### config.mk
export PLATFORM = sky130hd
export DESIGN_NAME = sae_stream_ctrl_flat
export DESIGN_NICKNAME = d
export VERILOG_FILES = /design/src/rtl/sae_stream_ctrl_if.sv /design/src/rtl/sae_stream_ctrl.sv /design/src/flat_wrapper.sv
export SDC_FILE = /design/constraint.sdc
export NUM_CORES = 1
export LEC_CHECK = 0
export CORE_ASPECT_RATIO = 0.9
export CORE_UTILIZATION = 45
export DETAILED_ROUTE_END_ITERATION = 8
export GPL_TIMING_DRIVEN = 0
export PLACE_DENSITY = 0.78
export REMOVE_ABC_BUFFERS = 1
export SLEW_MARGIN = 40
export SYNTH_ARGS = -nofsm -noshare
export SYNTH_HDL_FRONTEND = slang
export SYNTH_SLANG_ARGS = --single-unit
### constraint.sdc
create_clock -name clk -period 3.2 [get_ports clk]
set_input_delay 0.48 -clock clk [delete_from_list [all_inputs] [get_ports clk]]
set_output_delay 0.48 -clock clk [all_outputs]
set_load 0.05 [all_outputs]
### src/rtl/sae_stream_ctrl_if.sv
// Byte-stream handshake bundle for sae_stream_ctrl: byte input port and result output port.
// The controller uses the slave modport; the upstream/downstream side uses master.
interface sae_stream_ctrl_if;
  logic       in_valid;
  logic       in_ready;
  logic [7:0] in_data;
  logic       out_valid;
  logic       out_ready;
  logic [7:0] out_data;
  logic [3:0] out_err;

  modport master (
    output in_valid, in_data, out_ready,
    input  in_ready, out_valid, out_data, out_err
  );

  modport slave (
    input  in_valid, in_data, out_ready,
    output in_ready, out_valid, out_data, out_err
  );
endinterface

### src/rtl/sae_stream_ctrl.sv
// sae_stream_ctrl: byte FIFO plus a one-transaction-in-flight IDLE/ISSUE/WAIT sequencer for the sae core.
// Optional WAIT timeout is compiled in when SAE_STREAM_TIMEOUT_EN is defined.
module sae_stream_ctrl #(
  parameter int FIFO_DEPTH     = 8,
  parameter int TIMEOUT_CYCLES = 64
) (
  input  logic                    clk,
  input  logic                    rst,
  input  logic                    cfg_we,
  input  logic [1:0]              cfg_mode,
  input  logic [7:0]              cfg_key,
  sae_stream_ctrl_if.slave        strm,
  output logic [1:0]              sae_mode,
  output logic [7:0]              sae_data_input,
  output logic [7:0]              sae_key_input,
  output logic                    sae_inputs_valid,
  input  logic [7:0]              sae_data_output,
  input  logic                    sae_output_ready,
  input  logic                    sae_err_invalid_ptxt_char,
  input  logic                    sae_err_invalid_seckey,
  input  logic                    sae_err_invalid_ctxt_char,
  output logic                    busy,
  output logic [7:0]              err_count
);
  localparam int AW = $clog2(FIFO_DEPTH);

  if (FIFO_DEPTH < 2 || (FIFO_DEPTH & (FIFO_DEPTH - 1)) != 0 || TIMEOUT_CYCLES < 1) begin : g_param_check
    $error("sae_stream_ctrl: FIFO_DEPTH must be a power of two >= 2 and TIMEOUT_CYCLES >= 1");
  end

  typedef enum logic [1:0] {
    IDLE  = 2'd0,
    ISSUE = 2'd1,
    WAIT  = 2'd2
  } state_t;

  state_t        state_q, state_d;
  logic [AW-1:0] wr_ptr_q, wr_ptr_d;
  logic [AW-1:0] rd_ptr_q, rd_ptr_d;
  logic [AW:0]   count_q, count_d;
  logic [1:0]    cfg_mode_q, cfg_mode_d;
  logic [7:0]    cfg_key_q, cfg_key_d;
  logic [1:0]    sae_mode_q, sae_mode_d;
  logic [7:0]    sae_data_q, sae_data_d;
  logic [7:0]    sae_key_q, sae_key_d;
  logic          sae_valid_q, sae_valid_d;
  logic          out_valid_q, out_valid_d;
  logic [7:0]    out_data_q, out_data_d;
  logic [3:0]    out_err_q, out_err_d;
  logic [7:0]    err_count_q, err_count_d;
`ifdef SAE_STREAM_TIMEOUT_EN
  localparam int TW = $clog2(TIMEOUT_CYCLES + 1);
  logic [TW-1:0] wait_cnt_q, wait_cnt_d;
`endif

  logic [7:0] fifo_mem [FIFO_DEPTH];
  logic       full, empty, push, pop;
  logic       sae_resp, capture;
  logic [7:0] cap_data;
  logic [3:0] cap_err;

  assign full          = (count_q == (AW+1)'(FIFO_DEPTH));
  assign empty         = (count_q == '0);
  assign strm.in_ready = !rst && !full;
  assign push          = strm.in_valid && strm.in_ready;
  assign sae_resp      = sae_output_ready | sae_err_invalid_ptxt_char |
                         sae_err_invalid_seckey | sae_err_invalid_ctxt_char;

  always_comb begin
    state_d     = state_q;
    cfg_mode_d  = cfg_mode_q;
    cfg_key_d   = cfg_key_q;
    sae_mode_d  = sae_mode_q;
    sae_data_d  = sae_data_q;
    sae_key_d   = sae_key_q;
    sae_valid_d = sae_valid_q;
    out_valid_d = out_valid_q;
    out_data_d  = out_data_q;
    out_err_d   = out_err_q;
    err_count_d = err_count_q;
    pop         = 1'b0;
    capture     = 1'b0;
    cap_data    = 8'h00;
    cap_err     = 4'b0000;
`ifdef SAE_STREAM_TIMEOUT_EN
    wait_cnt_d  = wait_cnt_q;
`endif

    if (cfg_we && state_q == IDLE) begin
      cfg_mode_d = cfg_mode;
      cfg_key_d  = cfg_key;
    end

    if (out_valid_q && strm.out_ready) begin
      out_valid_d = 1'b0;
    end

    case (state_q)
      IDLE: begin
        // A pending result blocks the next issue so results never overlap.
        if (!empty && !out_valid_q && cfg_mode_q != 2'b00) begin
          pop         = 1'b1;
          state_d     = ISSUE;
          sae_mode_d  = cfg_mode_q;
          sae_key_d   = cfg_key_q;
          sae_data_d  = fifo_mem[rd_ptr_q];
          sae_valid_d = 1'b1;
        end
      end
      ISSUE: begin
        sae_valid_d = 1'b0;
        state_d     = WAIT;
`ifdef SAE_STREAM_TIMEOUT_EN
        wait_cnt_d  = TW'(1);
`endif
      end
      WAIT: begin
        if (sae_resp) begin
          capture  = 1'b1;
          cap_data = sae_output_ready ? sae_data_output : 8'h00;
          cap_err  = {1'b0, sae_err_invalid_ctxt_char, sae_err_invalid_seckey,
                      sae_err_invalid_ptxt_char};
        end
`ifdef SAE_STREAM_TIMEOUT_EN
        else if (wait_cnt_q == TW'(TIMEOUT_CYCLES)) begin
          capture  = 1'b1;
          cap_data = 8'h00;
          cap_err  = 4'b1000;
        end else begin
          wait_cnt_d = wait_cnt_q + TW'(1);
        end
`endif
        if (capture) begin
          state_d     = IDLE;
          sae_mode_d  = 2'b00;
          sae_data_d  = 8'h00;
          sae_key_d   = 8'h00;
          out_valid_d = 1'b1;
          out_data_d  = cap_data;
          out_err_d   = cap_err;
          if (cap_err != 4'b0000 && err_count_q != 8'hFF) begin
            err_count_d = err_count_q + 8'd1;
          end
        end
      end
      default: state_d = IDLE;
    endcase

    wr_ptr_d = push ? wr_ptr_q + AW'(1) : wr_ptr_q;
    rd_ptr_d = pop  ? rd_ptr_q + AW'(1) : rd_ptr_q;
    case ({push, pop})
      2'b10:   count_d = count_q + (AW+1)'(1);
      2'b01:   count_d = count_q - (AW+1)'(1);
      default: count_d = count_q;
    endcase
  end

  always_ff @(posedge clk) begin
    if (rst) begin
      state_q     <= IDLE;
      wr_ptr_q    <= '0;
      rd_ptr_q    <= '0;
      count_q     <= '0;
      cfg_mode_q  <= 2'b00;
      cfg_key_q   <= 8'h00;
      sae_mode_q  <= 2'b00;
      sae_data_q  <= 8'h00;
      sae_key_q   <= 8'h00;
      sae_valid_q <= 1'b0;
      out_valid_q <= 1'b0;
      out_data_q  <= 8'h00;
      out_err_q   <= 4'b0000;
      err_count_q <= 8'h00;
`ifdef SAE_STREAM_TIMEOUT_EN
      wait_cnt_q  <= '0;
`endif
    end else begin
      state_q     <= state_d;
      wr_ptr_q    <= wr_ptr_d;
      rd_ptr_q    <= rd_ptr_d;
      count_q     <= count_d;
      cfg_mode_q  <= cfg_mode_d;
      cfg_key_q   <= cfg_key_d;
      sae_mode_q  <= sae_mode_d;
      sae_data_q  <= sae_data_d;
      sae_key_q   <= sae_key_d;
      sae_valid_q <= sae_valid_d;
      out_valid_q <= out_valid_d;
      out_data_q  <= out_data_d;
      out_err_q   <= out_err_d;
      err_count_q <= err_count_d;
`ifdef SAE_STREAM_TIMEOUT_EN
      wait_cnt_q  <= wait_cnt_d;
`endif
    end
  end

  // Storage array carries no reset so it can map onto RAM primitives.
  always_ff @(posedge clk) begin
    if (push) begin
      fifo_mem[wr_ptr_q] <= strm.in_data;
    end
  end

  assign sae_mode         = sae_mode_q;
  assign sae_data_input   = sae_data_q;
  assign sae_key_input    = sae_key_q;
  assign sae_inputs_valid = sae_valid_q;
  assign strm.out_valid   = out_valid_q;
  assign strm.out_data    = out_data_q;
  assign strm.out_err     = out_err_q;
  assign err_count        = err_count_q;
  assign busy             = (state_q != IDLE) || !empty;
endmodule
### src/flat_wrapper.sv
// flat-port wrapper written by rule: the top's interface ports become plain ports
module sae_stream_ctrl_flat 
#(
  parameter int FIFO_DEPTH     = 8,
  parameter int TIMEOUT_CYCLES = 64
)
  (clk, rst, cfg_we, cfg_mode, cfg_key, sae_mode, sae_data_input, sae_key_input, sae_inputs_valid, sae_data_output, sae_output_ready, sae_err_invalid_ptxt_char, sae_err_invalid_seckey, sae_err_invalid_ctxt_char, busy, err_count, strm_in_valid, strm_in_data, strm_out_ready, strm_in_ready, strm_out_valid, strm_out_data, strm_out_err);
  sae_stream_ctrl_if strm_i ();
  input  logic clk;
  input  logic rst;
  input  logic cfg_we;
  input  logic [1:0] cfg_mode;
  input  logic [7:0] cfg_key;
  output logic [1:0] sae_mode;
  output logic [7:0] sae_data_input;
  output logic [7:0] sae_key_input;
  output logic sae_inputs_valid;
  input  logic [7:0] sae_data_output;
  input  logic sae_output_ready;
  input  logic sae_err_invalid_ptxt_char;
  input  logic sae_err_invalid_seckey;
  input  logic sae_err_invalid_ctxt_char;
  output logic busy;
  output logic [7:0] err_count;
  input wire logic [$bits(strm_i.in_valid)-1:0] strm_in_valid;
  input wire logic [$bits(strm_i.in_data)-1:0] strm_in_data;
  input wire logic [$bits(strm_i.out_ready)-1:0] strm_out_ready;
  output wire logic [$bits(strm_i.in_ready)-1:0] strm_in_ready;
  output wire logic [$bits(strm_i.out_valid)-1:0] strm_out_valid;
  output wire logic [$bits(strm_i.out_data)-1:0] strm_out_data;
  output wire logic [$bits(strm_i.out_err)-1:0] strm_out_err;
  assign strm_i.in_valid = strm_in_valid;
  assign strm_i.in_data = strm_in_data;
  assign strm_i.out_ready = strm_out_ready;
  assign strm_in_ready = strm_i.in_ready;
  assign strm_out_valid = strm_i.out_valid;
  assign strm_out_data = strm_i.out_data;
  assign strm_out_err = strm_i.out_err;
  sae_stream_ctrl #(.FIFO_DEPTH(FIFO_DEPTH), .TIMEOUT_CYCLES(TIMEOUT_CYCLES)) u_core (.clk(clk), .rst(rst), .cfg_we(cfg_we), .cfg_mode(cfg_mode), .cfg_key(cfg_key), .strm(strm_i), .sae_mode(sae_mode), .sae_data_input(sae_data_input), .sae_key_input(sae_key_input), .sae_inputs_valid(sae_inputs_valid), .sae_data_output(sae_data_output), .sae_output_ready(sae_output_ready), .sae_err_invalid_ptxt_char(sae_err_invalid_ptxt_char), .sae_err_invalid_seckey(sae_err_invalid_seckey), .sae_err_invalid_ctxt_char(sae_err_invalid_ctxt_char), .busy(busy), .err_count(err_count));
endmodule
==> results of run 1 <==
[routing by layer]
metal	share of wire, %	up-vias	GRT usage, %
met5	0	-	0
met4	1.3	0	9.74
met3	4.0	11	5.39
met2	52	62	32.3
met1	43	1499	21.3
li1	-	1499	-
[state kept, by name, summed over array words and instances (netlist names), named ones only]
register	flops
u_core.cfg_key_q	8
u_core.cfg_mode_q	2
u_core.count_q	4
u_core.err_count	8
u_core.fifo_mem	64
u_core.rd_ptr_q	3
u_core.sae_data_input	8
u_core.sae_inputs_valid	1
u_core.sae_key_input	8
u_core.sae_mode	2
u_core.state_q	2
u_core.strm.out_data	8
u_core.strm.out_err	3
u_core.strm.out_valid	1
u_core.wr_ptr_q	3
[cell type report]
class | instances | share of cell area (%)
clock buffer | 26 | 8.68
tap | 129 | 2.53
multi-input combinational | 212 | 25.8
sequential | 128 | 50.3
timing repair buffer | 76 | 11.9
inverter | 2 | 0.118
clock inverter | 6 | 0.668
[final timing paths]
path	endpoint	slack [ps]	cells after the start
max	u_core.count_q[2]$_SDFFE_PP0P_	450	10
min reg2reg	u_core.cfg_key_q[3]$_SDFFE_PP0P_	450	2
min	u_core.cfg_key_q[3]$_SDFFE_PP0P_	450	2
max reg2reg	u_core.count_q[2]$_SDFFE_PP0P_	450	10
[critical path: cells and delay by family (launching register included)]
kind	cells	cell delay [ps]
XOR/XNOR	2	250
flip-flops	1	500
AO/OA/AOI/OAI	2	340
AND/OR/NAND/NOR	3	970
adder cells (fa/ha/maj)	2	470
buffers and inverters	1	130
[cells in the final DEF (no fill, tap or decap), drive strengths merged, types with 3 or more instances in the layout]
master and count:
mux2 10, nand2 35, ha 6, or3 5
clkbuf 26, xor2 5, xnor2 3, mux2i 5
nor3b 3, nand2b 8, nor2 32, edfxtp 64
a22o 18, clkinv 4, clkdlybuf4s50 74, a21oi 22
nor2b 5, nand3 3, dfxtp 64, o21ai 5
a22oi 8, mux4 16, nor3 6
[kinds of logic (layout without fill, tap and decap cells)]
kind of cell	count (synthesis)	in the layout	synth area share, %
buf+inv	20	110	2.18
mux	31	31	10.6
xor+xnor	8	8	1.42
compound gates	58	58	8.16
other cells	1	1	0.0759
flops	128	128	64.9
fa+ha+maj	6	6	1.52
simple gates	108	108	11.2
[where the power goes]
group          switching, mW  leakage (nW)  total [mW]  internal [mW]
logic                  0.294         0.807       0.507          0.213
clock network          0.678         0.288        1.87           1.19
registers             0.0619          1.10        1.85           1.79
[per-stage QoR]
| stage | std cells | util (%) | setup slack (ps) | power, mW | area (sq um) |
|---|---|---|---|---|---|
| after global placement | 546 | 54.9 | -1200 | 2.37 | 5750 |
| after global routing | 579 | 60.9 | 150 | 4.38 | 6370 |
| after CTS | 578 | 60.7 | 432 | 4.25 | 6350 |
| after detailed placement | 546 | 55.0 | 187 | 2.38 | 5760 |
| final | 579 | 60.9 | 455 | 4.22 | 6370 |
| after floorplan | 342 | - | 801 | 2.19 | 4840 |
==> reports/qor.yml, run 1 <==
synthDominantAreaCellType: "sky130_fd_sc_hd__edfxtp_1"
clock_tree.buffer_depth: 2
leakagePower_nw: 2.19
fin_crit_sh_pct: 85.8
cts_tree: "yes"
yosysUniqueCellTypes: 43
cp_max_fo: 7
cap_violations: 0
synth-async-reset-ratio_pct: 0
startpoint_to_endpoint_class_of_the_critical_path: "flip-flop to flip-flop"
design.core.area_sq_um: 10500
timing_max_transition_violations_final: 0
wire_length_of_the_first_global_routing_pass_mm: 15.6
vdd_ir_max_mv: 0.403
post-cts-setup-buffers: 0
layout_cells_sized_above_1_pct: 15.1
max_freq_mhz: 364
grt.total_usage_pct: 18.6
detailed_place_hpwl_mm: 6.27
worst_ep_required_time_ps: 3530
largest_clock_skew_in_the_final_design_ps: 8.98
regToRegStartpoint: "u_core.count_q[2]$_SDFFE_PP0P_"
vias_per_cell: 5.30
timing.critical_path.slowest_stage_cell: "sky130_fd_sc_hd__nor3b_1"
area_of_the_multi_input_gates_sq_um: 1650
synth_common_cells: "64 x sky130_fd_sc_hd__dfxtp_1, 64 x sky130_fd_sc_hd__edfxtp_1, 35 x sky130_fd_sc_hd__nand2_1"
overall_die_height_um: 101
routed-via-count: 3071
seqCellArea_sq_um: 3200
finalNetCount: 478
antenna_violations_before_repair: 0
ys_warn_count: 0
worst_slew_margin_rel_pct: 42.7
post_cts_hold_buffer_count: 0
cp_capture_type: "flip-flop"
grt_remaining_overflow: 0
drt.antenna.violating_nets: 0
area_growth_pct: 29.0
clkTransAtPathRegs_ps: 60
postRouteWirelength_mm: 9.92
fillers: 800
number_of_global_route_vias_before_repair: 3173
die-area_sq_um: 11400
netlist_instances: 360
critical-path-max-stage-delay_ps: 510
final-setup-viol-count: 0
numCtsBuffers: 17
synth_edf_count: 64
synth_ff_type: "sky130_fd_sc_hd__edfxtp_1"
ctsRootBufferMaster: "sky130_fd_sc_hd__clkbuf_16"
grt_max_degree: 51
drc_errors: 0
routed_length_per_placed_instance_um: 17.1
die_x_extent_um: 112
rsz0062_at_grt: "false"
netlist.area_leader.share_pct: 38.9
period_minus_slack_ps: 2750
tightest_slew_ps: 856
cell_chain_critical_path: "nor4b_1 -> nor3b_1 -> inv_1 -> ha_1 -> xor2_1 -> ha_1 -> a21oi_1 -> xor2_1 -> or3_1 -> a21oi_1"
fin_worst_hold_slack_ps: 455
cts.sinks: 128
report.final.hold_viol_count: 0
port-buffer-count: 75
synth.top_cells.by_area: "sky130_fd_sc_hd__edfxtp_1 39%, sky130_fd_sc_hd__dfxtp_1 26%, sky130_fd_sc_hd__mux4_2 7.3%"
clock_insertion_delay_worst_skew_ps: 410
synth-seq-cells: 128
antenna-diode-count: 0
outcome: "completed"
hold_class: "flip-flop to flip-flop"
worst_ep_arrival_time_ps: 3080
dr.pass1.iters: 4
postCtsResizedCells: 0
std_cell_rows: 35
hold_path_startpoint: "u_core.cfg_key_q[3]$_SDFFE_PP0P_"
syn-cell-area_sq_um: 4940
pin_count: 77
setup.worst_path.start_class: "flip-flop"
synth.avg_cell_area_sq_um: 13.7
cts_max_level: 4
fin_tns_setup_ps: 0
initial_utilization_pct: 47.2
ys_seq_area_share_pct: 64.9
setup.worst_path.start: "u_core.count_q[2]$_SDFFE_PP0P_"
iter_0_drt_violations: 284
power_density_nw_per_um2: 663
place.gp.congestion: 0.802
No activity file was read; power rests on OpenSTA's default activity.
==> run 2: changes to the inputs <==
--- a/config.mk
+++ b/config.mk
@@ -6,10 +6,11 @@
 export NUM_CORES = 1
 export LEC_CHECK = 0
 export CORE_ASPECT_RATIO = 0.9
-export CORE_UTILIZATION = 45
+export CORE_MARGIN = 1.5
+export CORE_UTILIZATION = 53
 export DETAILED_ROUTE_END_ITERATION = 8
 export GPL_TIMING_DRIVEN = 0
-export PLACE_DENSITY = 0.78
+export PLACE_DENSITY = 0.88
 export REMOVE_ABC_BUFFERS = 1
 export SLEW_MARGIN = 40
 export SYNTH_ARGS = -nofsm -noshare
==> run 2 against run 1 <==
Cell count decreased by 1.0%. Largest cell class unchanged. Final area increased by 0.75%. Flip-flop and latch count unchanged.
==> reports/qor.yml, run 2 (synthesis results as in run 1) <==
combinational_power_share_pct: 12.3  # +0.3 points
final_cell_mix: "74 x sky130_fd_sc_hd__clkdlybuf4s50_1, 64 x sky130_fd_sc_hd__edfxtp_1, 63 x sky130_fd_sc_hd__dfxtp_1"
worst_r2r_path_depth: 10  # unchanged
switchingPower_mw: 1.08  # +4.9%
hold_path_end: "u_core.cfg_key_q[3]$_SDFFE_PP0P_"
design.core.area_sq_um: 9080  # -13%
clock_insertion_delay_worst_skew_ps: 510  # +100 ps
rsz0062_at_grt: "false"
iter_0_drt_violations: 317  # +12%
power.share.switching_pct: 25.3  # +0.80 points
clock_tree.buffer_depth: 2  # unchanged
cap_violations: 0  # unchanged
initial_utilization_pct: 54.4  # +7.2 points
area_growth_pct: 29.9
final_cell_area_excluding_filler_cells_sq_um: 6420  # +0.75%
numCtsBuffers: 17  # unchanged
post_dp_cell_area_sq_um: 5780  # +0.28%
cp_max_fo: 7  # unchanged
power_density_nw_per_um2: 668  # +0.77%
internal-power_mw: 3.21  # +0.44%
layout_cells_sized_above_1_pct: 16.4  # +1.3 points
detailed_place_hpwl_mm: 6.64  # +6.0%
worst_slew_margin_rel_pct: 46.6  # +3.8 points
port-buffer-count: 75  # unchanged
min_path_cells: 2  # unchanged
fin_crit_sh_pct: 88.8  # +3.0 points
std_cell_rows: 33  # -5.7%
final_critical_path_setup_slack_ps: 359  # -95.8 ps
worst_ep_required_time_ps: 3630  # +100 ps
fin_tns_setup_ps: 0  # unchanged
postRouteWirelength_mm: 10.9  # +10%
fillers: 563  # -30%
grt_remaining_overflow: 0  # unchanged
cts_tree: "yes"
postCtsResizedCells: 0  # unchanged
antenna-diode-count: 0  # unchanged
tightest_slew_ps: 801  # -55.4 ps
regToRegStartpoint: "u_core.count_q[1]$_SDFFE_PP0P_"
cts_max_level: 4  # unchanged
drc_errors: 0  # unchanged
largest_clock_skew_in_the_final_design_ps: 8.03  # -0.950 ps
dp_worst_setup_slack_ps: 70.9  # -116 ps
outcome: "completed"
leakagePower_nw: 2.21  # +0.84%
reg2reg_slack_ps: 360  # -100 ps
overall_die_height_um: 94.6  # -6.7%
dr.pass1.iters: 5  # +1
p_total_mw: 4.29  # +1.5%
pin_count: 77  # unchanged
largest_register: "u_core.fifo_mem"
grt.total_usage_pct: 22.8  # +4.2 points
clkTransAtPathRegs_ps: 60  # about the same
startpoint_to_endpoint_class_of_the_critical_path: "flip-flop to flip-flop"
place.gp.congestion: 0.730  # -9.0%
grt_max_degree: 31  # -39%
number_of_global_route_vias_before_repair: 3373  # +6.3%
cts.sinks: 128  # unchanged
post_cts_hold_buffer_count: 0  # unchanged
finalNetCount: 479  # +0.21%
worst_ep_arrival_time_ps: 3280  # +200 ps
routed-via-count: 3295  # +7.3%
hold_path_startpoint: "u_core.cfg_key_q[3]$_SDFFE_PP0P_"
fin_worst_hold_slack_ps: 456  # +1.68 ps
vias_per_cell: 5.75  # +8.4%
largest_register_ff_count: 64  # unchanged
cp_capture_type: "flip-flop"
post-cts-setup-buffers: 0  # unchanged
setup.worst_path.start_class: "flip-flop"
drt.antenna.violating_nets: 0  # unchanged
power_frac_seq_pct: 43.2  # -0.6 points
antenna_violations_before_repair: 0  # unchanged
crit-reg2reg-capture: "u_core.count_q[2]$_SDFFE_PP0P_"
timing_max_transition_violations_final: 0  # unchanged
period_minus_slack_ps: 2840  # +95.8 ps
max_freq_mhz: 352  # -3.4%
die_x_extent_um: 105  # -6.8%
hold_class: "flip-flop to flip-flop"
layout.cells.most_common: "sky130_fd_sc_hd__clkdlybuf4s50_1"
routed_length_per_placed_instance_um: 19.1  # +12%
ctsRootBufferMaster: "sky130_fd_sc_hd__clkbuf_8"
final-setup-viol-count: 0  # unchanged
clock_power_share_pct: 44.5  # +0.3 points
wire_length_of_the_first_global_routing_pass_mm: 17.2  # +9.8%
report.final.hold_viol_count: 0  # unchanged
die-area_sq_um: 9910  # -13%
vdd_ir_max_mv: 0.367  # -8.9%
## run 2: changes by cell type in the layout (fill, tap and decap cells not counted), sizes merged
cell and change:
clkbuf -3, inv +3, clkinvlp -2, buf +1
bufinv +1, clkinv +1
## run 2: per-layer routing
metal / GRT usage (%) / share of wire [%] / vias to the layer above
met4: 6.28 / 1.7 / 0
met3: 6.97 / 5.0 / 17
met5: 0 / 0 / -
li1: - / - / 1491
met1: 28.2 / 41 / 1674
met2: 39.3 / 52 / 113
## run 2: area by class of cell
class	instances	area (sq um)	area share [%]
repair buffers	77	785	12.2
clock inverters	9	91.3	1.42
clock buffers	23	512	7.97
flip-flops and latches	128	3200	49.9
multi-input cells	212	1670	26.0
inverters	2	7.51	0.117
well taps	122	153	2.38
## run 2: worst max path at each step
stage                                     start  slack, ps                               to
2_1_floorplan  u_core.strm.out_valid$_SDFF_PP0_        800   u_core.count_q[3]$_SDFFE_PP0P_
3_3_place_gp                                rst      -1200  u_core.fifo_mem[1][6]$_DFFE_PP_
3_5_place_dp                                rst         70   u_core.count_q[3]$_SDFFE_PP0P_
4_1_cts          u_core.count_q[1]$_SDFFE_PP0P_        390   u_core.count_q[2]$_SDFFE_PP0P_
5_1_grt          u_core.count_q[1]$_SDFFE_PP0P_        130   u_core.count_q[2]$_SDFFE_PP0P_
6_report         u_core.count_q[1]$_SDFFE_PP0P_        360   u_core.count_q[2]$_SDFFE_PP0P_
## run 2: power groups by stage
| stage | clock network [mW] | registers [mW] | logic (mW) |
|---|---|---|---|
| after floorplan | 0 | 1.94 | 0.251 |
| after global placement | 0 | 1.88 | 0.489 |
| after detailed placement | 0 | 1.88 | 0.509 |
| after CTS | 1.93 | 1.85 | 0.519 |
| after global routing | 2.01 | 1.86 | 0.562 |
| final | 1.91 | 1.85 | 0.527 |
## run 2: stage by stage
step	utilization [%]	cells
floorplan	-	342
global placement	63.2	539
detailed placement	63.6	540
CTS	70.2	572
global route	70.6	573
finish	70.6	573
## run 2: critical path, stage by stage, from the launching register on
cell	delay, ps
sky130_fd_sc_hd__dfxtp_1	490
sky130_fd_sc_hd__nor4b_1	150
sky130_fd_sc_hd__nor3b_1	530
sky130_fd_sc_hd__inv_1	150
sky130_fd_sc_hd__ha_1	280
sky130_fd_sc_hd__xor2_1	160
sky130_fd_sc_hd__ha_1	200
sky130_fd_sc_hd__a21oi_1	190
sky130_fd_sc_hd__xor2_1	110
sky130_fd_sc_hd__or3_1	330
sky130_fd_sc_hd__a21oi_1	180
